===== config.mk =====
export PLATFORM = sky130hd
export DESIGN_NAME = relu_act_feeder_flat
export DESIGN_NICKNAME = d
export VERILOG_FILES = /design/src/rtl/act_pkg.sv /design/src/rtl/relu_act_feeder_if.sv /design/src/rtl/relu_act_feeder.sv /design/src/flat_wrapper.sv
export SDC_FILE = /design/constraint.sdc
export NUM_CORES = 1
export LEC_CHECK = 0
export CAP_MARGIN = 20
export CORE_MARGIN = 8
export CORE_UTILIZATION = 30
export DETAILED_ROUTE_END_ITERATION = 8
export MAX_ROUTING_LAYER = met4
export PLACE_DENSITY = 0.66
export SLEW_MARGIN = 5
export SYNTH_ARGS = -nofsm -noshare
export SYNTH_HDL_FRONTEND = slang
export SYNTH_SLANG_ARGS = --single-unit

===== constraint.sdc =====
create_clock -name clk -period 29.7 [get_ports clk]
set_clock_uncertainty 0.15 [all_clocks]
set_input_delay 5.94 -clock clk [delete_from_list [all_inputs] [get_ports clk]]
set_output_delay 5.94 -clock clk [all_outputs]
set_load 0.02 [all_outputs]

===== src/rtl/act_pkg.sv =====
// Shared activation format definitions and the fixed-point rescale helper
// used by the feeder and by any other layer consuming 8-bit activations.
package act_pkg;

    localparam int ACT_W     = 9;
    localparam int ACT_MAG_W = 8;
    localparam int DEQ_W     = 64;

    typedef enum logic {
        IDLE   = 1'b0,
        STREAM = 1'b1
    } state_t;

    // Places the magnitude at bits slice-1:slice-8; callers truncate to out_w.
    function automatic logic [DEQ_W-1:0] act_dequant(
        input logic [ACT_MAG_W-1:0] mag,
        input int                   slice,
        input int                   out_w
    );
        logic [DEQ_W-1:0] val;
        logic [DEQ_W-1:0] mask;
        val  = {{(DEQ_W-ACT_MAG_W){1'b0}}, mag} << (slice - ACT_MAG_W);
        mask = ~({DEQ_W{1'b1}} << out_w);
        return val & mask;
    endfunction

endpackage


===== src/rtl/relu_act_feeder_if.sv =====
// Vector-in / element-out handshake bundle for the activation feeder.
interface relu_act_feeder_if
    import act_pkg::*;
#(
    parameter int ROWS  = 64,
    parameter int OUT_W = 26,
    parameter int IDX_W = $clog2(ROWS)
);
    logic                    in_valid;
    logic                    in_ready;
    logic [ACT_W-1:0]        in_data [0:ROWS-1];
    logic                    out_valid;
    logic                    out_ready;
    logic signed [OUT_W-1:0] out_data;
    logic [IDX_W-1:0]        out_index;
    logic                    out_last;

    modport slave (
        input  in_valid, in_data, out_ready,
        output in_ready, out_valid, out_data, out_index, out_last
    );

    modport master (
        output in_valid, in_data, out_ready,
        input  in_ready, out_valid, out_data, out_index, out_last
    );
endinterface


===== src/rtl/relu_act_feeder.sv =====
// Captures a ROWS-wide activation vector and streams one rescaled element per cycle; 1-cycle capture-to-output latency.
// Backpressure: element held while out_ready low; next vector accepted only in IDLE or on the last element's transfer.
module relu_act_feeder
    import act_pkg::*;
#(
    parameter int ROWS  = 64,
    parameter int SLICE = 21,
    parameter int OUT_W = 26,
    parameter int IDX_W = $clog2(ROWS)
) (
    input  logic                 clk,
    input  logic                 rst_n,
    relu_act_feeder_if.slave     bus,
    output logic                 busy,
    output logic                 err_fmt
);

    generate
        if (SLICE > OUT_W - 1 || SLICE < ACT_MAG_W) begin : g_bad_slice
            $error("relu_act_feeder: SLICE must satisfy 8 <= SLICE <= OUT_W-1");
        end
    endgenerate

    state_t           state;
    state_t           state_nxt;
    logic [IDX_W-1:0] idx;
    logic [IDX_W-1:0] idx_nxt;
    logic [ACT_W-1:0] act_buf [0:ROWS-1];
    logic             capture;
    logic             xfer;
    logic             last;
    logic             fmt_bad;

    assign last    = (state == STREAM) && (idx == IDX_W'(ROWS - 1));
    assign xfer    = (state == STREAM) && bus.out_ready;
    assign capture = bus.in_valid && bus.in_ready;

    // Same-cycle refill on the last transfer keeps the stream bubble-free.
    assign bus.in_ready  = (state == IDLE) || (xfer && last);
    assign bus.out_valid = (state == STREAM);
    assign bus.out_index = idx;
    assign bus.out_last  = last;
    assign bus.out_data  = (state == STREAM)
                         ? OUT_W'(act_dequant(act_buf[idx][ACT_MAG_W-1:0], SLICE, OUT_W))
                         : '0;
    assign busy          = (state == STREAM);

    always_comb begin
        fmt_bad = 1'b0;
        for (int i = 0; i < ROWS; i++) begin
            fmt_bad = fmt_bad | bus.in_data[i][ACT_W-1];
        end
    end

    always_comb begin
        state_nxt = state;
        idx_nxt   = idx;
        if (capture) begin
            state_nxt = STREAM;
            idx_nxt   = '0;
        end else if (xfer) begin
            if (last) begin
                state_nxt = IDLE;
            end else begin
                idx_nxt = idx + 1'b1;
            end
        end
    end

    always_ff @(posedge clk or negedge rst_n) begin
        if (!rst_n) begin
            state   <= IDLE;
            idx     <= '0;
            err_fmt <= 1'b0;
        end else begin
            state <= state_nxt;
            idx   <= idx_nxt;
            if (capture && fmt_bad) begin
                err_fmt <= 1'b1;
            end
        end
    end

    always_ff @(posedge clk) begin
        if (capture) begin
            act_buf <= bus.in_data;
        end
    end

endmodule


===== src/flat_wrapper.sv =====
// flat-port wrapper written by rule: the top's interface ports become plain ports
module relu_act_feeder_flat import act_pkg::*;
#(
    parameter int ROWS  = 64,
    parameter int SLICE = 21,
    parameter int OUT_W = 26,
    parameter int IDX_W = $clog2(ROWS)
)
  (clk, rst_n, busy, err_fmt, bus_in_valid, bus_in_data, bus_out_ready, bus_in_ready, bus_out_valid, bus_out_data, bus_out_index, bus_out_last);
  relu_act_feeder_if #(.ROWS(ROWS), .OUT_W(OUT_W), .IDX_W(IDX_W)) bus_i ();
  input  logic clk;
  input  logic rst_n;
  output logic busy;
  output logic err_fmt;
  input wire logic [$bits(bus_i.in_valid)-1:0] bus_in_valid;
  input wire logic [$bits(bus_i.in_data)-1:0] bus_in_data;
  input wire logic [$bits(bus_i.out_ready)-1:0] bus_out_ready;
  output wire logic [$bits(bus_i.in_ready)-1:0] bus_in_ready;
  output wire logic [$bits(bus_i.out_valid)-1:0] bus_out_valid;
  output wire logic [$bits(bus_i.out_data)-1:0] bus_out_data;
  output wire logic [$bits(bus_i.out_index)-1:0] bus_out_index;
  output wire logic [$bits(bus_i.out_last)-1:0] bus_out_last;
  assign bus_i.in_valid = bus_in_valid;
  assign bus_i.in_data = {>>{bus_in_data}};
  assign bus_i.out_ready = bus_out_ready;
  assign bus_in_ready = bus_i.in_ready;
  assign bus_out_valid = bus_i.out_valid;
  assign bus_out_data = bus_i.out_data;
  assign bus_out_index = bus_i.out_index;
  assign bus_out_last = bus_i.out_last;
  relu_act_feeder #(.ROWS(ROWS), .SLICE(SLICE), .OUT_W(OUT_W), .IDX_W(IDX_W)) u_core (.clk(clk), .rst_n(rst_n), .bus(bus_i), .busy(busy), .err_fmt(err_fmt));
endmodule

* Yosys cells after proc, flatten, opt, wreduce, memory -nomap -nowiden
Index checks and enable logic that the tools add are counted.
** Word-level totals
- Bits in registers :: 584
- Input bits :: 580
- Output and inout port bits :: 37
- Logic and storage cells :: 156
** Cells by class
- Add/subtract/negate cells :: 1
- Order comparisons :: 1
- Equal/unequal tests :: 2
- Mux-type cells :: 10
- Bitwise logic cells :: 65
- Reductions and logical operators :: 10
** Operator list (count)
- bitwise OR 1 bit :: 63
- binary-select mux 9 bit (select 6 bit) :: 1
- 2-to-1 mux 21 bit :: 1
- 2-to-1 mux 6 bit :: 3
- 2-to-1 mux 8 bit :: 2
- >= comparator 7 bit, second input constant :: 1
- NOT 6 -> 7 bit :: 1
- adder 6 x 1 -> 6 bit, second input constant :: 1
- equality test 6 bit, second input constant :: 1
- logical AND 1 bit :: 5
- AND reduction 2 bit :: 2
- nonzero test 2 bit :: 2
- 2-to-1 mux 1 bit :: 3
- inequality test 2 x 1 -> 1 bit, second input constant :: 1
- logical OR 1 bit :: 1
- NOT 1 bit :: 1

* Logic depth before layout (Yosys ltp)
Gate-level depths: netlist (run 1).
- Word-level depth :: 64
- Gate-level depth with buffers :: 8
- Mapped depth without buffers :: 6

* Worst setup path after synthesis (run 1)
Ideal clock, no wire load.
- Path type :: in2reg
- Start point :: input bus_out_ready
- End point :: register u_core.act_buf[0] (netlist name), enable pin
- Library setup time :: 1079 ps
- Data arrival time :: 20378 ps
- Required time :: 28471 ps
- Path slack :: 8093 ps
- Stages on the path :: 4
- Path buffers :: 1
- Cells stage by stage :: nand4_1 -> nand2_1 -> and2_1 -> clkbuf_1
** Between the ends
- Longest elaborated chain between the ends :: 4
** RTL lines
- start: declaration :: RTL line flat_wrapper.sv:17 : input wire logic [$bits(bus_i.out_ready)-1:0] bus_out_ready;
- logical AND 1 bit :: RTL line relu_act_feeder.sv:35 : assign xfer = (state == STREAM) && bus.out_ready;
- logical AND 1 bit :: RTL line relu_act_feeder.sv:39 : assign bus.in_ready = (state == IDLE) || (xfer && last);
- logical OR 1 bit :: RTL line relu_act_feeder.sv:39
- net bus_in_ready :: RTL line flat_wrapper.sv:18 : output wire logic [$bits(bus_i.in_ready)-1:0] bus_in_ready;
- logical AND 1 bit :: RTL line relu_act_feeder.sv:36 : assign capture = bus.in_valid && bus.in_ready;
- net u_core.capture :: RTL line relu_act_feeder.sv:29 : logic capture;
- end signal: assignment :: RTL line relu_act_feeder.sv:86 : act_buf <= bus.in_data;
- end: declaration :: RTL line relu_act_feeder.sv:28 : logic [ACT_W-1:0] act_buf [0:ROWS-1];
The timed path passes the listed nets, and every way through them passes these cells.
A chain may end at the register's enable or synchronous reset.

* Worst setup path after layout (run 1)
- Start point :: input bus_out_ready
- End point :: output bus_in_ready
** Between the ends
- Longest elaborated chain between the ends :: 3
** RTL lines (RTL line)
- logical AND 1 bit :: relu_act_feeder.sv:35
- logical AND 1 bit :: relu_act_feeder.sv:39
- logical OR 1 bit :: relu_act_feeder.sv:39
- end: declaration :: flat_wrapper.sv:18
Every way passes these cells.

==> results of run 1 <==
## final cells by class
| cell class | instances | share of cell area, % |
|---|---|---|
| flip-flops and latches | 520 | 54.0 |
| repair buffers | 616 | 21.2 |
| multi-input cells | 345 | 15.0 |
| clock buffers | 65 | 4.97 |
| well taps | 873 | 3.78 |
| clock inverters | 35 | 0.870 |
| diodes | 20 | 0.173 |
| inverters | 3 | 0.0390 |
## worst max path at each step
| stage | start | end | slack, ns | depth (start not counted) |
|---|---|---|---|---|
| 5_1_grt | bus_out_ready | bus_in_ready | 16.24 | 4 |
| 3_5_place_dp | bus_out_ready | bus_in_ready | 16.28 | 4 |
| 2_1_floorplan | bus_out_ready | u_core.act_buf[0]$_DFFE_PP_ | 8.09 | 4 |
| 3_3_place_gp | bus_out_ready | bus_in_ready | 16.25 | 4 |
| 6_report | bus_out_ready | bus_in_ready | 16.30 | 4 |
| 4_1_cts | bus_out_ready | bus_in_ready | 16.27 | 4 |
## state kept, by name, summed over array words and instances, names as in the netlist
signal and count:
u_core.err_fmt 1, u_core.bus.out_valid 1, u_core.act_buf 512, u_core.bus.out_index 6
## through the flow
step / util (%) / hold slack, ns
2_1_floorplan: - / 0.415
3_3_place_gp: 40.5 / 0.296
3_5_place_dp: 40.5 / 0.299
4_1_cts: 43.0 / 0.314
5_1_grt: 43.1 / 0.335
6_report: 43.1 / 0.309
## cells in the final DEF, fill, tap and decap left out, drive strengths merged, types with 7 or more instances in the layout
| cell | count |
|---|---|
| a221oi | 8 |
| buf | 18 |
| clkbuf | 65 |
| clkdlybuf4s50 | 598 |
| clkinv | 28 |
| conb | 18 |
| dfrtp | 8 |
| diode | 20 |
| edfxtp | 512 |
| mux2 | 20 |
| mux2i | 17 |
| mux4 | 130 |
| nand2 | 37 |
| nor2 | 28 |
| nor4 | 16 |
| o22ai | 7 |
## metal layers
metal  up-vias  routed length (um)  share of wire [%]  global-route usage, %
li1       5125                   -                  -                      -
met1      5902               25600                 40                   19.8
met2       458               33300                 52                   28.6
met3        93                3270                5.1                   3.18
met4         0                1730                2.7                   6.24
met5         -                   0                  0                      -
## kinds of logic after synthesis
group,after synthesis,synth area share (%)
AOI/OAI and AO/OA,47,1.75
xor gates and xnor gates,5,0.216
adders and majority gates,1,0.0617
buffers and inverters,70,2.09
DFF,520,76.8
muxes,167,16.6
other,1,0.0185
and+or+nand+nor,107,2.48
## critical path, delay by kind of cell
family | cells | cell delay, ns
simple gates | 2 | 0.27
buf+inv | 2 | 1.10
## power breakdown
group	internal [mW]	total (mW)	switching (mW)
registers	0.819	0.865	0.0453
logic	0.329	0.659	0.330
clock network	0.363	0.646	0.283
total	1.51	2.17	0.659
==> results.py, run 1 <==
metrics = {
    "status": {
        "outcome": "finished clean",
    },
    "sta": {
        "setup-tns-final_ns": 0,
        "fmax_ghz": 0.0746,
        "slew_violations": 0,
        "hold_violations": 0,
        "rsz0062_at_grt": "no",
        "setup_ws_ns": 16.30,
        "finalCritPeriodShare_pct": 45.1,
        "maxSlewHeadroom_pct": 29.1,
        "setup_violations": 0,
        "fin_crit_ns": 13.40,
        "worst_slew_pin_slew_ns": 1.06,
    },
    "logic_synthesis": {
        "ys_types": 44,
        "ys_warn_count": 0,
        "yosys.area.top_type": "edfxtp_1",
        "synthFlopType": "edfxtp_1",
        "avgSynthCellArea_um2": 22.1,
        "synth-edff-count": 512,
        "ys_seq_elements": 520,
        "synth_most_common_cell": "edfxtp_1",
        "synth_top_area_share_pct": 75.8,
        "postSynthCellCount": 918,
        "ys_seq_area_share_pct": 76.8,
        "syn-cell-area_um2": 20300,
        "synth_commonest_cells": "edfxtp_1 (512), mux4_2 (119), nand2_1 (37)",
        "synthArstFlopShare_pct": 1.54,
        "synth.area.top_cells": "edfxtp_1 (76%), mux4_2 (13%), mux4_1 (1.4%)",
    },
    "final_layout": {
        "areaGrowthSynthToFinish_pct": 42.5,
        "post-route-cell-area_um2": 28900,
        "register_area_um2": 15600,
        "drive_gt1_share_pct": 15.6,
        "final_cells": 2477,
        "fill_cells": 5821,
        "fin_nets": 2123,
        "multi_input_comb_area_um2": 4350,
    },
    "floorplan": {
        "rows": 95,
        "die-width_um": 276,
        "io_pins": 617,
        "die_area_um2": 76200,
        "core_area_um2": 67000,
        "start_util_pct": 30.3,
        "die_h_um": 276,
    },
    "worst_hold_path": {
        "hold_path.class": "reg2reg",
        "hold-path-endpoint": "u_core.err_fmt$_DFFE_PN0P_",
        "hp-start": "u_core.err_fmt$_DFFE_PN0P_",
        "hold_path_depth": 1,
    },
    "route": {
        "drtPass1Iterations": 5,
        "drt_iter0_drc": 846,
        "drc": 0,
        "final_antenna_net_count": 0,
        "wl_mm": 64.0,
        "via_per_inst": 4.67,
        "vias": 11578,
        "wl_per_cell_um": 25.8,
    },
    "clock_network": {
        "post-cts-setup-buffers": 0,
        "cts.sinks": 520,
        "cts_buffer_depth": 3,
        "ctsRootBufferMaster": "clkbuf_16",
        "ctsResizeCount": 0,
        "hold_buffers": 0,
        "clkSlewWorstSetupHoldPaths_ns": 0.06,
        "cts-htree-levels": 2,
        "clock_latency_ns": 0.59,
        "cts_inserted_buffers": 56,
        "cts_tree": "done",
    },
    "worst_setup_path": {
        "crit_type": "in2out",
        "max_stage_delay_ns": 0.62,
        "r2r_start": "u_core.bus.out_index[2]$_DFFE_PN0P_",
        "rr_endpoint": "u_core.act_buf[48]$_DFFE_PP_",
        "cp_common_cell": "clkdlybuf4s50_1",
        "rr_worst_depth": 8,
        "worst-endpoint-required_ns": 23.61,
        "cp.arrival_ns": 7.31,
        "crit_fanout": 3,
        "startpoint_type": "input pin",
        "cp_slowest_cell": "clkdlybuf4s50_1",
        "rrSetupSlack_ns": 23.39,
        "cp_cell_sequence": "clkdlybuf4s50_1 -> nand4_1 -> nand2_1 -> clkdlybuf4s50_1",
        "end_kind": "output port",
    },
    "global_route": {
        "grt-ovfl-total": 0,
        "grt_usage_pct": 16.8,
        "antenna_found_initial": 19,
        "grt_max_degree": 86,
        "grt_first_pass_wirelength_mm": 91.8,
        "grt_pass1_vias": 13196,
    },
    "power_and_ir_drop": {
        "p_leak_nw": 9.39,
        "power_density_nw_per_um2": 75.1,
        "peakVddDrop_mv": 0.0423,
        "fin_total_pwr_mw": 2.17,
    },
    "place": {
        "hpwlAfterDp_mm": 48.2,
        "io_buffer_count": 598,
        "placed_cell_area_um2": 27200,
        "dp_slack_ns": 16.28,
        "dp_cells": 2357,
        "gp_congestion": 0.804,
    },
    "job": {
        "drv_cap": 0,
    },
}
No activity file was read; power rests on OpenSTA's default activity.
==> inputs of run 2 (changes only) <==
==> constraint.sdc (replaced) <==
create_clock -name clk -period 12.7 [get_ports clk]
set_clock_uncertainty 0.15 [all_clocks]
set_input_delay 2.54 -clock clk [delete_from_list [all_inputs] [get_ports clk]]
set_output_delay 2.54 -clock clk [all_outputs]
set_load 0.02 [all_outputs]
==> run 2 against run 1 <==
- flip-flop and latch count did not move
- worst hold slack better by 0.031 ns
- sequential power rose by 140%
- global-route usage hardly changed
- count of clock-buffer cells in the layout increased by 8
- cell count down 0.57%
- first-iteration DRC count is 12% higher
- die area stayed put
- critical path depth rose by 3
- clock power rose to 2.5 times the previous value
- worst setup slack lost 11 ns
- largest power group unchanged
==> results.py, run 2 (synthesis gave the netlist of run 1 again) <==
metrics = {
    "worst_setup_path": {
        "cp_cell_sequence": "buf_12 -> mux2_2 -> a221oi_1 -> a2111oi_0 -> a221oi_1 -> o21ai_1 -> clkdlybuf4s50_1",
        "crit_type": "reg2out",
        "rr_endpoint": "u_core.act_buf[108]$_DFFE_PP_",
        "rr_worst_depth": 8,
        "startpoint_type": "flip-flop",
        "cp_slowest_cell": "dfrtp_4",
        "crit_fanout": 97,
        "cp_num_buf_inv": 2,
        "end_kind": "output port",
        "worst-endpoint-required_ns": 10.01,
        "max_stage_delay_ns": 0.82,
        "r2r_start": "u_core.bus.out_index[1]$_DFFE_PN0P_",
        "cp_top_family": "compound AO/OA/AOI/OAI gates",
        "rrSetupSlack_ns": 7.17,
        "cp_common_cell": "a221oi_1",
        "cp.arrival_ns": 4.93,
    },
    "status": {
        "outcome": "finished clean",
    },
    "power_and_ir_drop": {
        "p_leak_nw": 9.40,
        "peakVddDrop_mv": 0.142,
        "power_density_nw_per_um2": 178,
    },
    "final_layout": {
        "areaGrowthSynthToFinish_pct": 43.0,
        "final_cells": 2463,
        "fin_nets": 2115,
        "post-route-cell-area_um2": 29000,
        "fill_cells": 5782,
        "final_common_cell": "clkdlybuf4s50_1",
        "largest_register": "u_core.act_buf",
        "drive_gt1_share_pct": 14.7,
        "largest_register_ffs": 512,
        "final_cell_mix": "clkdlybuf4s50_1 (598), edfxtp_1 (512), mux4_2 (119)",
    },
    "clock_network": {
        "ctsResizeCount": 0,
        "clkSlewWorstSetupHoldPaths_ns": 0.06,
        "post-cts-setup-buffers": 0,
        "hold_buffers": 0,
        "cts_tree": "done",
        "cts.sinks": 520,
        "cts_buffer_depth": 3,
        "ctsRootBufferMaster": "clkbuf_16",
        "clock_latency_ns": 0.60,
        "cts_inserted_buffers": 57,
        "cts-htree-levels": 2,
    },
    "place": {
        "hpwlAfterDp_mm": 48.4,
        "io_buffer_count": 598,
        "placed_cell_area_um2": 27100,
        "gp_congestion": 0.843,
        "dp_slack_ns": 5.62,
        "dp_cells": 2348,
    },
    "route": {
        "vias": 11527,
        "drtPass1Iterations": 5,
        "via_per_inst": 4.68,
        "drt_iter0_drc": 950,
        "drc": 0,
        "wl_mm": 64.6,
        "final_antenna_net_count": 0,
        "wl_per_cell_um": 26.2,
    },
    "global_route": {
        "grt_pass1_vias": 13045,
        "grt-ovfl-total": 0,
        "antenna_found_initial": 12,
        "grt_first_pass_wirelength_mm": 91.0,
        "grt_usage_pct": 16.8,
        "grt_max_degree": 197,
    },
    "sta": {
        "finalCritPeriodShare_pct": 60.0,
        "setup_ws_ns": 5.08,
        "setup-tns-final_ns": 0,
        "hold_violations": 0,
        "slew_violations": 0,
        "worst_slew_pin_slew_ns": 1.07,
        "rsz0062_at_grt": "no",
        "maxSlewHeadroom_pct": 28.8,
        "fmax_ghz": 0.131,
        "fin_crit_ns": 7.62,
        "setup_violations": 0,
        "hold_slack_ns": 0.340,
    },
    "floorplan": {
        "die_h_um": 276,
        "rows": 95,
        "die-width_um": 276,
        "io_pins": 617,
        "start_util_pct": 30.3,
        "die_area_um2": 76200,
        "core_area_um2": 67000,
    },
    "worst_hold_path": {
        "hp-start": "u_core.err_fmt$_DFFE_PN0P_",
        "hold_path_depth": 1,
        "hold_path.class": "reg2reg",
        "hold-path-endpoint": "u_core.err_fmt$_DFFE_PN0P_",
    },
    "job": {
        "drv_cap": 0,
    },
}
[run 2: through the flow]
stage / utilization, % / power [mW]
after detailed placement: 40.5 / 3.63
after global routing: 43.2 / 5.40
after floorplan: - / 2.95
final: 43.2 / 5.17
after global placement: 40.5 / 3.62
after CTS: 43.2 / 5.27
[run 2: worst max path at each step]
stage                                                    from                           to  cells past startpoint
after global placement    u_core.bus.out_index[1]$_DFFE_PN0P_             bus_out_data[19]                      7
after detailed placement  u_core.bus.out_index[1]$_DFFE_PN0P_             bus_out_data[19]                      7
after global routing      u_core.bus.out_index[0]$_DFFE_PN0P_             bus_out_data[19]                      7
after CTS                 u_core.bus.out_index[1]$_DFFE_PN0P_             bus_out_data[19]                      7
after floorplan                                 bus_out_ready  u_core.act_buf[0]$_DFFE_PP_                      4
final                     u_core.bus.out_index[0]$_DFFE_PN0P_             bus_out_data[19]                      7
[run 2: per-layer routing]
layer  part of all wire [%]  up-vias  track usage (%)
met5                      0        -                -
met4                    2.3        0             4.86
met3                    5.6       80             3.21
met2                     53      519             29.5
met1                     40     5825             19.5
li1                       -     5103                -
[run 2: area by class of cell]
cell class	instances	area, um2	area share [%]
Tap cell	873	1090	3.77
Timing Repair Buffer	607	6090	21.0
Antenna cell	12	30.0	0.104
Clock inverter	30	325	1.12
Multi-Input combinational cell	345	4350	15.0
Sequential cell	520	15600	53.8
Inverter	3	11.3	0.0388
Clock buffer	73	1510	5.20
[run 2: power by group]
| group | internal [mW] | switching [mW] |
|---|---|---|
| Clock | 0.959 | 0.670 |
| Combinational | 0.761 | 0.721 |
| Sequential | 1.92 | 0.143 |
| Total | 3.63 | 1.53 |
